`src/rtl/btn_pkg.sv`:
```
// btn_pkg: shared types and constants for the push-button debounce path.
//   btn_state_e             - debounce FSM state, 2-bit encoding
//   BTN_DEBOUNCE_CYCLES_27M - 10 ms at 27 MHz
//   BTN_LONG_CYCLES_27M     - 1 s at 27 MHz
package btn_pkg;

  typedef enum logic [1:0] {
    IDLE         = 2'd0,
    PRESS_WAIT   = 2'd1,
    HELD         = 2'd2,
    RELEASE_WAIT = 2'd3
  } btn_state_e;

  localparam int BTN_DEBOUNCE_CYCLES_27M = 270000;
  localparam int BTN_LONG_CYCLES_27M     = 27000000;

endpackage

```
`src/rtl/btn_timer.sv`:
```
// btn_timer: saturating up-counter with synchronous clear and count enable.
//   clk   - clock
//   rst   - synchronous active-high reset (count -> 0)
//   clr   - synchronous clear, wins over en
//   en    - count enable; the count holds once it reaches MAX
//   count - current count, $clog2(MAX+1) bits
//   done  - terminal flag, high while count == MAX
module btn_timer #(
  parameter int MAX = 1,
  parameter int W   = $clog2(MAX + 1)
) (
  input  logic         clk,
  input  logic         rst,
  input  logic         clr,
  input  logic         en,
  output logic [W-1:0] count,
  output logic         done
);

  localparam logic [W-1:0] CNT_MAX = W'(MAX);

  logic [W-1:0] cnt_d, cnt_q;

  always_comb begin
    cnt_d = cnt_q;
    if (clr)                          cnt_d = '0;
    else if (en && cnt_q != CNT_MAX)  cnt_d = cnt_q + 1'b1;
  end

  always_ff @(posedge clk) begin
    if (rst) cnt_q <= '0;
    else     cnt_q <= cnt_d;
  end

  assign count = cnt_q;
  assign done  = (cnt_q == CNT_MAX);

endmodule

```
`src/rtl/btn_debounce.sv`:
```
// btn_debounce: debounce + event stage for one synchronized push button.
//   CLk         - system clock
//   RESET       - synchronous active-high reset
//   iIntBtn     - synchronized button level (polarity set by ACTIVE_LOW)
//   oBtnLevel   - debounced pressed level, 1 = pressed
//   oBtnPress   - one-cycle pulse when a press is accepted
//   oBtnRelease - one-cycle pulse when a release is accepted
//   oBtnLong    - one-cycle long-press pulse
// Optional feature macro: BTN_DEBOUNCE_LONGPRESS_EN builds the hold counter
// and the long-press pulse; without it oBtnLong is tied low.
// A new level is accepted DEBOUNCE_CYCLES cycles after it first appears.
module btn_debounce
  import btn_pkg::*;
#(
  parameter int DEBOUNCE_CYCLES = BTN_DEBOUNCE_CYCLES_27M,
  parameter int LONG_CYCLES     = BTN_LONG_CYCLES_27M,
  parameter bit ACTIVE_LOW      = 1'b1
) (
  input  logic CLk,
  input  logic RESET,
  input  logic iIntBtn,
  output logic oBtnLevel,
  output logic oBtnPress,
  output logic oBtnRelease,
  output logic oBtnLong
);

  localparam int DW = $clog2(DEBOUNCE_CYCLES + 1);
  localparam logic [DW-1:0] DEB_LAST = DW'(DEBOUNCE_CYCLES - 1);
  // With a one-cycle debounce the WAIT states are skipped entirely.
  localparam bit DEB_ONE = (DEBOUNCE_CYCLES == 1);

  btn_state_e state_d, state_q;
  logic level_d, level_q;
  logic press_d, press_q;
  logic release_d, release_q;
  logic deb_clr, deb_en;
  logic hold_clr, hold_run;
  logic [DW-1:0] deb_cnt;
  logic unused_deb_done;
  logic pressed;

  assign pressed = iIntBtn ^ ACTIVE_LOW;

  btn_timer #(.MAX(DEBOUNCE_CYCLES), .W(DW)) u_deb_timer (
    .clk   (CLk),
    .rst   (RESET),
    .clr   (deb_clr),
    .en    (deb_en),
    .count (deb_cnt),
    .done  (unused_deb_done)
  );

  // Debounce counter is 0 in IDLE/HELD; entering a WAIT state counts it to 1.
  always_comb begin
    state_d   = state_q;
    level_d   = level_q;
    press_d   = 1'b0;
    release_d = 1'b0;
    deb_clr   = 1'b0;
    deb_en    = 1'b0;
    hold_clr  = 1'b0;
    hold_run  = 1'b0;
    case (state_q)
      IDLE: begin
        if (pressed) begin
          if (DEB_ONE) begin
            state_d  = HELD;
            level_d  = 1'b1;
            press_d  = 1'b1;
            hold_clr = 1'b1;
          end else begin
            state_d = PRESS_WAIT;
            deb_en  = 1'b1;
          end
        end
      end
      PRESS_WAIT: begin
        if (!pressed) begin
          state_d = IDLE;
          deb_clr = 1'b1;
        end else if (deb_cnt == DEB_LAST) begin
          state_d  = HELD;
          level_d  = 1'b1;
          press_d  = 1'b1;
          deb_clr  = 1'b1;
          hold_clr = 1'b1;
        end else begin
          deb_en = 1'b1;
        end
      end
      HELD: begin
        hold_run = 1'b1;
        if (!pressed) begin
          if (DEB_ONE) begin
            state_d   = IDLE;
            level_d   = 1'b0;
            release_d = 1'b1;
          end else begin
            state_d = RELEASE_WAIT;
            deb_en  = 1'b1;
          end
        end
      end
      RELEASE_WAIT: begin
        // A bounce back to pressed is not a release; hold count keeps going.
        hold_run = 1'b1;
        if (pressed) begin
          state_d = HELD;
          deb_clr = 1'b1;
        end else if (deb_cnt == DEB_LAST) begin
          state_d   = IDLE;
          level_d   = 1'b0;
          release_d = 1'b1;
          deb_clr   = 1'b1;
        end else begin
          deb_en = 1'b1;
        end
      end
      default: begin
        state_d = IDLE;
        level_d = 1'b0;
        deb_clr = 1'b1;
      end
    endcase
  end

  always_ff @(posedge CLk) begin
    if (RESET) begin
      state_q   <= IDLE;
      level_q   <= 1'b0;
      press_q   <= 1'b0;
      release_q <= 1'b0;
    end else begin
      state_q   <= state_d;
      level_q   <= level_d;
      press_q   <= press_d;
      release_q <= release_d;
    end
  end

  assign oBtnLevel   = level_q;
  assign oBtnPress   = press_q;
  assign oBtnRelease = release_q;

`ifdef BTN_DEBOUNCE_LONGPRESS_EN
  localparam int HW = $clog2(LONG_CYCLES + 1);
  localparam logic [HW-1:0] HOLD_LAST = HW'(LONG_CYCLES - 1);

  logic [HW-1:0] hold_cnt;
  logic unused_hold_done;
  logic long_d, long_q;

  btn_timer #(.MAX(LONG_CYCLES), .W(HW)) u_hold_timer (
    .clk   (CLk),
    .rst   (RESET),
    .clr   (hold_clr),
    .en    (hold_run),
    .count (hold_cnt),
    .done  (unused_hold_done)
  );

  // Fires on the step to LONG_CYCLES; saturation makes it once per press.
  // A release accepted on that same edge wins and suppresses it.
  always_comb begin
    long_d = hold_run && (hold_cnt == HOLD_LAST) && !release_d;
  end

  always_ff @(posedge CLk) begin
    if (RESET) long_q <= 1'b0;
    else       long_q <= long_d;
  end

  assign oBtnLong = long_q;
`else
  logic unused_long;
  assign unused_long = (LONG_CYCLES < 1) ^ hold_clr ^ hold_run;
  assign oBtnLong    = 1'b0;
`endif

endmodule

```
`config.mk`:
```
export PLATFORM = sky130hd
export DESIGN_NAME = btn_debounce
export DESIGN_NICKNAME = d
export VERILOG_FILES = /design/src/rtl/btn_pkg.sv /design/src/rtl/btn_timer.sv /design/src/rtl/btn_debounce.sv
export SDC_FILE = /design/constraint.sdc
export NUM_CORES = 1
export LEC_CHECK = 0
export ABC_AREA = 1
export ABC_CLOCK_PERIOD_IN_PS = 3900
export BUFFER_PORTS_ARGS = -buffer_cell sky130_fd_sc_hd__buf_2
export CAP_MARGIN = 20
export CORE_ASPECT_RATIO = 0.9
export CORE_UTILIZATION = 32
export CTS_BUF_LIST = sky130_fd_sc_hd__clkbuf_16
export DETAILED_ROUTE_END_ITERATION = 16
export GPL_ROUTABILITY_DRIVEN = 0
export PLACE_DENSITY = 0.48
export REMOVE_ABC_BUFFERS = 1
export SKIP_LAST_GASP = 1
export SLEW_MARGIN = 20
export SYNTH_ARGS = -nofsm -noshare
export SYNTH_HDL_FRONTEND = slang
export SYNTH_SLANG_ARGS = --single-unit
```
`constraint.sdc`:
```
create_clock -name CLk -period 3.9 [get_ports CLk]
set_input_delay 0.195 -clock CLk [delete_from_list [all_inputs] [get_ports CLk]]
set_output_delay 0.195 -clock CLk [all_outputs]
set_load 0.005 [all_outputs]
```
# Word-level counts from Yosys, hierarchy flattened
# Cells that the tools add are included.
# op_classes
addsub	1
multipliers	0
n_div	0
n_lt_le_gt_ge	0
n_eq_ne	13
shift	0
n_mux	22
bitwise	3
reduce_logical	8
# ops
op	n
19-bit by 1-bit adder with 19-bit output (second input constant)	1
19-bit equality test (second input constant)	1
19-bit != test (second input constant)	1
1-bit 2-to-1 mux	12
2-bit 2-to-1 mux	6
2-bit != test (second input constant)	6
2-bit case mux with 4 select lines	1
3-bit != test (second input constant)	2
3-bit OR reduction	2
5-bit AND reduction	1
2-bit equality test (second input constant)	2
1-bit case mux with 2 select lines	2
1-bit case mux with 4 select lines	1
4-bit AND reduction	1
1-bit NOT	3
2-bit by 1-bit equality test with 1-bit output (second input constant)	1
2-bit logical NOT	1
2-bit nonzero test	1
2-bit OR reduction	1
1-bit logical AND	1
# totals
regBits	24
latch_bits	0
ram_bits	0
romBits	0
input_bits	3
out_inout_bits	4
mem_count	0

# Depth between registers and ports, before layout
# Gate-level depths: netlist (run 1).
# logic_depth
depth_word	5
depth_mapped	10

# Hierarchy
# From an unflattened synthesis (run 1), not the netlist that was laid out.
# hier_totals
hier_cells	260
hier_area_um2	1571.5
# modules_own_cells
module	n_inst	cells_per_inst	area_each_um2	seq_area_each_um2
btn_timer	1	211	1260.0	380.4
btn_debounce	1	49	311.5	100.1

# Worst setup path before layout (run 1)
# OpenSTA, ideal clock, no wires.
# synth_timing
kind	flip-flop to flip-flop
from	register u_deb_timer.cnt_q[0] (netlist: u_deb_timer.count[0])
to	register u_deb_timer.cnt_q[10] (netlist: u_deb_timer.count[10])
setup_time_ns	0.116
arrival_ns	1.509
setup_slack_ns	2.275
path_stages_with_launch	8
n_path_buf	1
period_less_slack_ns	1.625
path_cell_list	dfxtp_1 -> ha_1 -> nand3_2 -> nor2_2 -> nand3_4 -> o211ai_2 -> buf_6 -> a21oi_1
# synth_between
elab_chain_cells	5
elab_cells_between_ends	13
classes_between	add/sub: 1; eq/ne: 2; mux: 8; reduce/logical: 2
# synth_rtl
element	line_no	text
start, declared	btn_timer.sv:22	logic [W-1:0] cnt_d, cnt_q;
start signal, assigned	btn_timer.sv:32	else cnt_q <= cnt_d;
19-bit equality test	btn_debounce.sv:82, btn_debounce.sv:111	
1-bit 2-to-1 mux	btn_debounce.sv:82, btn_debounce.sv:111	
1-bit 2-to-1 mux, on equally long branches	btn_debounce.sv:108, btn_debounce.sv:79	
1-bit case mux with 2 select lines / 1-bit case mux with 4 select lines (equally long branches)	btn_debounce.sv:64	case (state_q)
2-bit OR reduction (no line) / 1-bit logical AND (equally long branches)	n/a	
# Several ways; a longest one is shown, not always the timed one.
# A chain may end at the register's enable or synchronous reset.

==> results list, run 1 <==
* Outcome: finished clean
* Slew at the pin closest to its max-slew limit: 0.989 ns
* Buffers added on ports: 5
- Final hold violation count: 0
- The worst register-to-register path ends at u_deb_timer.count[17]$_SDFFE_PP0P_.
- Sequential cell area fraction in the yosys report: 0.314
* Share of total power consumed by net switching: 0.218
- Synth Warn #: 0
- After floorplanning, the core was sized to cover 4520 um^2.
- Netlist Area Pre-Place: 1530 um^2
- Worst clock skew: 0.00167 ns
- Starting Density: 0.338
- The number of clock buffers added by TritonCTS is 3.
- Pin count of the biggest net entering global routing: 20
- Total of max-cap violations: 0
- For hold timing, the worst endpoint is oBtnRelease$_SDFF_PP0_.
- The worst hold path passes through 2 cells.
- Total inserted antenna cells: 0
- Type of the setup path with the least slack: reg2reg
- First-pass GRT wire length: 6140 um
- Measured along the y axis, the die boundary spans 67.6 um.
- Total detailed-routing wirelength: 3340 um
- Hold Startpoint: RESET
- The share of total power dissipated in sequential elements is 0.502.
- Across every metal layer, demand over resource in global routing totals 0.158.
* Combinational share of power: 0.047
- Critical path fanouts, max: 13
- In the post-synthesis netlist, the biggest area contributors are dfxtp_1 (31%), nand2_1 (20%), nor2_1 (7.4%).
- In the final layout, the multi-input gates occupy 925 um^2.
- For this run, design rule violations remaining after detail routing come to 0.
- Of the post-synthesis cell area, the dominant cell type holds 0.314.
- Dividing total power by cell area gives a power density of 302 nW/um^2.
- Startpoint Class: flop
- Dividing the synthesized area by the synthesized cell count gives 6.71 um^2.
- The detail route stage leaves a number of antenna-violating nets equal to 0.
- Dividing the detail-routed via count by the number of cells gives 4.58.
- The clock net in this run drives a total of 24 sinks.
* PnR Total Power: 499 uW
* Count of standard-cell rows: 23
- Layout filler cell count: 504
- Counting I/O delays and the setup requirement, the final critical path takes 2.10 ns.
- The biggest area contributor in the post-synthesis netlist is dfxtp_1.
- Summed over all layers, the global routing overflow is 0.
- H-tree levels: 1
- Final setup violation count: 0
- DP HPWL: 2480 um
* Peak clock frequency supported by timing: 0.477 GHz
* Clk pwr share: 0.452
- Final Slew Violations: 0
- Critical Path Sink Type: flop
- In the final timing run, aggregate negative setup slack is 0 ns.
- Counting along the longest clock path gives a buffer depth of 2.
* Slew Limit Headroom: 0.336
- Area after DPL: 1570 um^2
- After clock tree synthesis, the flow added hold-fix buffers numbering 0.
- The analysis attributes to net switching a power of 109 uW.
- Proportion of layout cells with a drive suffix above 1: 0.104
- CTS tree: built
- Layout overhead on the synthesized area: 7.94%
- Number of instances in the synthesized netlist: 228
- Registers take 480 um^2.
- Cell internal power was estimated by the tool at 390 uW.
- The worst hold path belongs to the class in2reg.
- Number of detailed-routing iterations run before antenna repair: 4
- Setup slack on the worst reg-to-reg path comes out at 1.80 ns.
* Count of buffers added by post-CTS timing repair for setup: 0
- Measured in cells, the most critical reg-to-reg path has a length of 5.
- The worst-case IR drop observed on VDD is 0.000212 V.
* Clock input transition at the sequential cells of the worst setup and hold paths: 0.06 ns
* Data required, critical path: 4.08 ns
- Setup repair after global routing missed its margin: no
- Iter 0 DRT Violations: 45
- Min Hold Slack: 0.152 ns
- Via count of the first global-routing pass: 1302
- Once the clock tree was built, the resizer swapped 0 gates to a different size.
* WL per Instance: 11.5 um
- CTS Root Cell: clkbuf_16
- The die covers 5060 um^2.
- Arrival time at the worst endpoint: 2.28 ns
- Number of ports placed on the die boundary: 7
- Unique cell type count in the Yosys netlist: 29
- After routing the design area is 1650 um^2.
- Antenna violations before repair: 0
* Total number of vias: 1336
* Final worst path period share: 0.537
* Die extent in x: 74.9 um
- Final net count: 236
* Latest clock arrival within the worst-skew pair: 0.25 ns
- Synthesis inferred 24 register bits.
- Leak pwr: 0.575 nW
==> Yosys cell counts (all sizes together) <==
library cell	number
dfxtp	24
o21ai	2
a21oi	20
nor2	33
inv	17
nor3	1
ha	2
o211ai	1
xor2	8
nand3	12
buf	7
xnor2	3
o31ai	1
nand2	81
nand3b	5
nor4	1
conb	1
nand4	9
==> state kept, by name, indices dropped and copies added, names as in the netlist, named ones only <==
signal             cells
oBtnLevel              1
oBtnPress              1
oBtnRelease            1
state_q                1
u_deb_timer.count     19
==> worst max-delay path by stage <==
stage                                          to  slack [ns]  cells past startpoint
4_1_cts        u_deb_timer.count[17]$_SDFFE_PP0P_        1.72                      5
6_report       u_deb_timer.count[17]$_SDFFE_PP0P_        1.80                      5
3_3_place_gp   u_deb_timer.count[15]$_SDFFE_PP0P_        1.82                      5
5_1_grt        u_deb_timer.count[17]$_SDFFE_PP0P_        1.52                      5
3_5_place_dp   u_deb_timer.count[17]$_SDFFE_PP0P_        1.75                      5
2_1_floorplan  u_deb_timer.count[15]$_SDFFE_PP0P_        2.20                      5
==> metal layers <==
| metal | global-route usage | share of wire | up-vias |
|---|---|---|---|
| met5 | 0 | 0 | - |
| met4 | 0.0283 | 0.0075 | 0 |
| met3 | 0.0358 | 0.016 | 2 |
| met2 | 0.236 | 0.41 | 8 |
| met1 | 0.231 | 0.57 | 587 |
| li1 | - | - | 739 |
==> layout by cell type (no fill, tap or decap), types with 2 or more instances in the layout <==
master	n
nor2_2	2
clkbuf_16	3
nand2_1	80
xnor2_1	3
inv_1	15
xor2_1	8
inv_2	2
o21ai_0	2
nand3b_1	4
a21oi_2	5
nand3_1	9
nand3_4	2
ha_1	2
nor2_1	30
dfxtp_1	24
a21oi_1	15
buf_2	5
nand4_1	9
==> per-stage QoR <==
step / util / std cells / worst slack [ns]
6_report: 0.365 / 292 / 1.80
2_1_floorplan: - / 221 / 2.20
4_1_cts: 0.365 / 292 / 1.72
3_3_place_gp: 0.348 / 288 / 1.82
5_1_grt: 0.365 / 292 / 1.52
3_5_place_dp: 0.348 / 288 / 1.75
==> cells by family after synthesis <==
family | after synthesis | synth area share
compound gates | 24 | 0.0974
flops | 24 | 0.314
other cells | 1 | 0.00245
simple gates | 142 | 0.426
fa+ha+maj | 2 | 0.0164
xor+xnor | 11 | 0.0630
buf+inv | 24 | 0.0810
==> cell type report <==
class,count,share of cell area
clock buffers,3,0.0455
clock inverters,1,0.00227
inverters,17,0.0387
multi-input cells,180,0.560
flip-flops and latches,24,0.291
well taps,62,0.0470
repair buffers,5,0.0152
==> power groups by stage <==
stage / Clock, mW / Combinational, mW / Sequential [mW]
after global placement: 0 / 0.0240 / 0.256
after floorplan: 0 / 0.0163 / 0.255
after detailed placement: 0 / 0.0239 / 0.256
final: 0.225 / 0.0234 / 0.250
after global routing: 0.245 / 0.0273 / 0.250
after CTS: 0.234 / 0.0242 / 0.250
==> worst max-delay path, cell delays in order (launching register included) <==
cell and delay, ns:
dfxtp_1 0.34, xnor2_1 0.80, nand2_1 0.15, nor2_2 0.46
nand2_1 0.14, a21oi_2 0.14
Note: power is estimated with default switching activity, not from simulation.
==> run 2, diff against run 1 <==
--- a/config.mk
+++ b/config.mk
@@ -6,7 +6,7 @@
 export NUM_CORES = 1
 export LEC_CHECK = 0
 export ABC_AREA = 1
-export ABC_CLOCK_PERIOD_IN_PS = 3900
+export ABC_CLOCK_PERIOD_IN_PS = 2200
 export BUFFER_PORTS_ARGS = -buffer_cell sky130_fd_sc_hd__buf_2
 export CAP_MARGIN = 20
 export CORE_ASPECT_RATIO = 0.9
==> constraint.sdc (replaced) <==
create_clock -name CLk -period 2.2 [get_ports CLk]
set_input_delay 0.11 -clock CLk [delete_from_list [all_inputs] [get_ports CLk]]
set_output_delay 0.11 -clock CLk [all_outputs]
set_load 0.005 [all_outputs]
==> run 2 against run 1 <==
Net effect:
- worst hold slack got worse by 0.097 ns
- register-to-register slack lost 1.6 ns
- core utilization up 0.50 points
- via count about the same
- highest routed layer unchanged
- cell count up 1.0%
- clock skew is 0.0034 ns higher
- clock power increased by 79%
- critical endpoint is now u_deb_timer.count[16]$_SDFFE_PP0P_
==> results list, run 2 (synthesis gave the netlist of run 1 again) <==
* Final global-route overflow total: 0 (unchanged)
* Critical path fanouts, max: 13 (unchanged)
- Clock Sink Count: 24 (unchanged)
* Final Slew Violations: 0 (unchanged)
- The buffer levels on the longest clock path is 2 (unchanged).
* Layout overhead on the synthesized area: 9.41%
* Count of buffers added by post-CTS timing repair for setup: 0 (unchanged)
- The CTS H-tree depth came to 1 (unchanged).
- Area of the die: 5060 um^2 (unchanged)
- The insertion delay of the later-clocked pin in the worst-skew pair was 0.26 ns (about the same).
* CTS Buf Count: 3 (unchanged)
- The setup TNS after final layout is 0 ns (unchanged).
- Highest-count cells in the layout ignoring fill and taps: nand2_1 (80), nor2_1 (30), dfxtp_1 (24)
- CTS tree: built
- Number of flip-flops under the largest register name: 19 (unchanged)
- The total power draw came to 892 uW (+79%).
- Outcome: finished clean
- Number of ports placed on the die boundary: 7 (unchanged)
- The worst setup path is captured at a flop.
- First-pass GRT wire length: 5620 um (-8.5%)
- Tightest Hold Check Type: in2reg
- The number of DRC violations after detailed routing is 0 (unchanged).
* Buffers added on ports: 5 (unchanged)
* Total of max-cap violations: 0 (unchanged)
* Iter 0 DRT Violations: 78 (+73%)
* Final net count: 239 (+1.3%)
* Count of standard-cell rows: 23 (unchanged)
- The worst endpoint data arrival time was 2.19 ns (-0.09 ns).
- The number of antenna violations at the first check in global routing came to 0 (unchanged).
- The count of cells resized by post-cts repair was 0 (unchanged).
* CTS Root Cell: clkbuf_16
- The worst setup path is launched from a flop.
- The average wire per standard cell came to 11.1 um (-2.7%).
- The register clock-pin slew on the reported worst setup and hold paths came to 0.06 ns (about the same).
* Slew at the pin closest to its max-slew limit: 1.01 ns (+0.0242 ns)
* Setup repair after global routing missed its margin: no
* Commonest non-fill, non-tap cell in the layout: nand2_1
- The required arrival time at the worst endpoint came to 2.39 ns (-1.69 ns).
* Slew Limit Headroom: 0.322 (-0.0134)
- The estimated wirelength of the detail-placed design is 2430 um (-1.7%).
- Via count of the first global-routing pass: 1176 (-9.7%)
- The fraction of layout cells with a size suffix above 1 came to 0.116 (+0.0115).
* Starting Density: 0.338 (unchanged)
* Vertical die dimension: 67.6 um (unchanged)
* Final hold violation count: 0 (unchanged)
- The clock period minus worst slack is 2.01 ns (-0.0869 ns).
- Number of detailed-routing iterations run before antenna repair: 4 (unchanged)
- The routed via count came to 1335 (-0.075%).
- Core Box Area: 4520 um^2 (unchanged)
- Final setup violation count: 0 (unchanged)
* Leak pwr: 0.591 nW (+2.7%)
* Total inserted antenna cells: 0 (unchanged)
* Peak clock frequency supported by timing: 0.498 GHz (+4.3%)
- The final clock period utilization by the worst path came to 0.913 (+0.376).
* Pin count of the biggest net entering global routing: 20 (unchanged)
* Number of routed nets with antenna violations: 0 (unchanged)
- The ratio of total power to cell area came to 533 nW/um^2 (+76%).
- The x dimension of the die was 74.9 um (unchanged).
- Worst clock skew: 0.00511 ns (+0.00344 ns)
- The peak ir drop on the vdd network came to 0.000295 V (+39%).
- The worst setup path is of the reg2reg kind.
- The number of inserted filler cells in the final layout is 505 (+0.20%).
- The overall global routing resource usage is 0.147 (-0.0109).
- The average vias per placed instance was 4.53 (-1.1%).
* Number of hold-repair buffers added at the cts stage: 0 (unchanged)
- Total detailed-routing wirelength: 3290 um (-1.7%)
[run 2: per-stage QoR]
step / instances / worst slack (ns) / util / cell area [um^2] / hold WS [ns]
final: 295 / 0.192 / 0.370 / 1670 / 0.0549
after global routing: 295 / 0.0277 / 0.370 / 1670 / 0.0703
after detailed placement: 291 / 0.239 / 0.353 / 1590 / 0.328
after global placement: 291 / 0.248 / 0.353 / 1590 / 0.332
after floorplan: 221 / 0.502 / - / 1470 / 0.187
after CTS: 295 / 0.223 / 0.370 / 1670 / 0.0555
[run 2: worst max-delay path, cell delays in order, from the launching register on]
cell and delay (ns):
dfxtp_1 0.34, xnor2_1 0.51, buf_4 0.25, nand2_1 0.07
nor2_2 0.49, nand2_1 0.14, a21oi_2 0.14
[run 2: cell type report]
| class | count | area (um^2) | area share |
|---|---|---|---|
| repair buffers | 8 | 47.5 | 0.0284 |
| clock inverters | 1 | 3.75 | 0.00224 |
| well taps | 62 | 77.6 | 0.0464 |
| multi-input cells | 180 | 925 | 0.553 |
| inverters | 17 | 63.8 | 0.0381 |
| flip-flops and latches | 24 | 480 | 0.287 |
| clock buffers | 3 | 75.1 | 0.0449 |
[run 2: power breakdown]
part	switching [mW]	total (mW)	internal, mW	leakage, nW
registers	0.00207	0.440	0.438	0.194
logic	0.0358	0.0503	0.0145	0.358
clock network	0.158	0.402	0.243	0.0385
total	0.196	0.892	0.696	0.591
[run 2: final timing paths]
check,start,to,slack [ns],cells after the start
worst max-delay path,flop,u_deb_timer.count[16]$_SDFFE_PP0P_,0.19,6
worst min register to register,oBtnLevel$_SDFFE_PP0P_,oBtnLevel$_SDFFE_PP0P_,0.45,2
worst max register to register,flop,u_deb_timer.count[16]$_SDFFE_PP0P_,0.19,6
worst min-delay path,RESET,oBtnPress$_SDFF_PP0_,0.05,2
[run 2: per-layer routing]
metal / vias to the layer above / GRT usage / wire (um)
li1: 746 / - / -
met1: 579 / 0.214 / 1850
met2: 8 / 0.218 / 1330
met3: 2 / 0.0358 / 81
met4: 0 / 0.0283 / 27
met5: - / 0 / 0
==> run 3, diff against run 2 <==
--- a/config.mk
+++ b/config.mk
@@ -5,7 +5,6 @@
 export SDC_FILE = /design/constraint.sdc
 export NUM_CORES = 1
 export LEC_CHECK = 0
-export ABC_AREA = 1
 export ABC_CLOCK_PERIOD_IN_PS = 2200
 export BUFFER_PORTS_ARGS = -buffer_cell sky130_fd_sc_hd__buf_2
 export CAP_MARGIN = 20
==> run 3 against run 2 <==
Net effect:
- synthesized cell count is 41% lower
- via count decreased by 31%
- critical path type unchanged
- critical endpoint is now u_deb_timer.count[7]$_SDFFE_PP0P_
- critical path depth up 1
==> results list, run 3 <==
- The core outline area is 3480 um^2 (-23%).
* Fraction of registers with async set/reset: 0 (unchanged)
* GR Util All Layers: 0.136 (-0.0112)
* Final worst path period share: 0.808 (-0.105)
* Iter 0 DRT Violations: 55 (-29%)
* Clock Sink Count: 24 (unchanged)
- Number of hold-repair buffers added at the cts stage: 0 (unchanged)
- Worst vdd ir: 0.000253 V (-14%)
* First-pass GRT wire length: 4040 um (-28%)
- The final worst clock skew is 0.00450 ns (-0.000611 ns).
* Outcome: finished clean
- Area of the die: 4010 um^2 (-21%)
- The final worst slack is 0.423 ns (+0.231 ns).
- Commonest non-fill, non-tap cell in the layout: dfxtp_1
- The mean instance size in the synthesized netlist came to 8.91 um^2 (+33%).
- Clock input transition at the sequential cells of the worst setup and hold paths: 0.06 ns (about the same)
* Drc violations: 0 (unchanged)
- Vias/cell: 4.95 (+9.3%)
- Number of cells traversed by the worst register-to-register path: 7 (+1)
- The row count is 20 (-13%).
- STA classifies the critical path startpoint as a flop.
* Final net count: 148 (-38%)
- Total inserted antenna cells: 0 (unchanged)
* Total detailed-routing wirelength: 2320 um (-29%)
- Minimum period implied by the final worst setup slack: 1.78 ns (-0.231 ns)
- Final Slew Violations: 0 (unchanged)
- The starting density of the core was 0.346 (+0.00727).
- Count of buffers added by post-CTS timing repair for setup: 0 (unchanged)
- The final antenna-violating net count is 0 (unchanged).
* Latest clock arrival within the worst-skew pair: 0.25 ns (about the same)
- The number of buffers created by CTS was 3 (unchanged).
- Main area contributors after synthesis: dfxtp_1 (40%), xor2_1 (7.3%), nor2_1 (7.2%)
- Min-Delay Path Depth: 2 (unchanged)
* Accumulated negative setup slack: 0 ns (unchanged)
* CTS tree: built
- The average wire per standard cell is 12.5 um (+12%).
- Total of max-cap violations: 0 (unchanged)
* Setup WS pre-CTS: 0.452 ns (+0.213 ns)
- Routed length on met1: 1240 um (-33%)
- The CTS H-tree depth came to 1 (unchanged).
- The worst endpoint data arrival time came to 1.92 ns (-0.27 ns).
- Routed length on met2: 957 um (-28%)
- The ratio of total power to cell area was 654 nW/um^2 (+23%).
* Number of instances in the synthesized netlist: 135 (-41%)
- Data required, critical path: 2.35 ns (-0.04 ns)
- CTS Root Cell: clkbuf_16
* Vertical die dimension: 60.2 um (-11%)
- Type of the setup path with the least slack: reg2reg
* Unique cell type count in the Yosys netlist: 43 (+48%)
- The worst setup path is captured at a flop.
- Setup repair after global routing left no endpoint under its margin.
* Number of ports placed on the die boundary: 7 (unchanged)
- The leakage power total is 0.453 nW (-23%).
- The buffer levels on the longest clock path was 2 (unchanged).
- Post-synth top flop: dfxtp_1
- Post-cts gate resize count: 0 (unchanged)
- Compared with the post-synthesis result, the final layout area differs by 11.6%.
- The path class of the tightest hold or removal check is in2reg.
- The count of yosys warnings during synthesis was 0 (unchanged).
- Pin count of the biggest net entering global routing: 14 (-30%)
- Proportion of layout cells with a drive suffix above 1: 0.155 (+0.0390)
- Total number of vias: 920 (-31%)
- Netlist Area Pre-Place: 1200 um^2 (-21%)
- The estimated wirelength of the detail-placed design is 1710 um (-30%).
- The sequential element share of the synthesized area came to 0.400 (+0.0853).
- The final hold slack was 0.0902 ns (+0.0353 ns).
- Highest-count cells in the layout ignoring fill and taps: dfxtp_1 (24), nor2_1 (23), xor2_1 (10)
- Number of detailed-routing iterations run before antenna repair: 4 (unchanged)
* Final setup violation count: 0 (unchanged)
* Cell with the most instances after synthesis: dfxtp_1
* Die extent in x: 66.6 um (-11%)
* Final hold violation count: 0 (unchanged)
* Share of Yosys cell area claimed by the top area cell type: 0.400 (+0.0853)
* Number of flip-flops under the largest register name: 19 (unchanged)
- Number of enable flip-flop cells after synthesis: 0 (unchanged)
- The number of antenna violations at the first check in global routing is 0 (unchanged).
- The number of global-route vias before repair came to 875 (-26%).
- Buffers added on ports: 5 (unchanged)
* Number of storage elements in the synthesis netlist: 24 (unchanged)
* Detail Route met3 WL: 95 um (+17%)
- Cell type with the largest total area after synthesis: dfxtp_1
* Peak clock frequency supported by timing: 0.563 GHz (+13%)
* Top cell types by occurrence after synthesis: dfxtp_1 (24), nor2_1 (23), xor2_1 (10)
* Critical path fanouts, max: 9 (-4)
- The global-route congestion overflow total came to 0 (unchanged).
- After detailed routing, no signal wire sits above met4.
run 3: report_power, final:
part	total (mW)	switching (mW)	internal (mW)	leakage [nW]
registers	0.444	0.00442	0.440	0.194
clock network	0.393	0.150	0.243	0.0385
logic	0.0395	0.0235	0.0160	0.221
total	0.877	0.178	0.698	0.453
run 3: final timing paths:
check	from	endpoint	slack [ns]
setup / recovery	u_deb_timer.count[1]$_SDFFE_PP0P_	u_deb_timer.count[7]$_SDFFE_PP0P_	0.42
hold / removal	RESET	oBtnLevel$_SDFFE_PP0P_	0.09
setup reg to reg	u_deb_timer.count[1]$_SDFFE_PP0P_	u_deb_timer.count[7]$_SDFFE_PP0P_	0.42
hold reg to reg	u_deb_timer.count[4]$_SDFFE_PP0P_	u_deb_timer.count[4]$_SDFFE_PP0P_	0.52
run 3: critical path, cell delays in order, from the launching register on:
cell,delay [ns]
dfxtp_1,0.38
ha_1,0.20
and4b_1,0.22
nand3_2,0.18
nor2_2,0.27
a211o_1,0.17
buf_4,0.18
nor2_1,0.06
run 3: layout make-up:
type	count	area, um^2
fill	364	2140
clock inverter	1	3.75
clock buffer	3	75.1
tap	44	55.1
inverter	4	15.0
sequential	24	480
multi-input combinational	102	664
timing repair buffer	8	47.5
run 3: logic make-up (layout without fill, tap and decap cells):
family / count (synthesis) / count (layout) / share of synthesized area
AND/OR/NAND/NOR: 67 / 67 / 0.321
adder cells (fa/ha/maj): 2 / 2 / 0.0208
buffers and inverters: 9 / 16 / 0.0479
other: 1 / 1 / 0.00312
XOR/XNOR: 17 / 17 / 0.124
flip-flops: 24 / 24 / 0.400
AO/OA/AOI/OAI: 15 / 15 / 0.0843
run 3: metal layers:
layer,vias up,GRT usage
li1,479,-
met1,426,0.186
met2,13,0.206
met3,2,0.0286
met4,0,0.0547
met5,-,0
run 3: through the flow:
step,std cells,instance area [um^2],utilization,power [mW]
2_1_floorplan,130,1160,-,0.475
3_3_place_gp,182,1260,0.363,0.493
3_5_place_dp,182,1260,0.363,0.494
4_1_cts,186,1340,0.386,0.884
5_1_grt,186,1340,0.386,0.907
6_report,186,1340,0.386,0.877
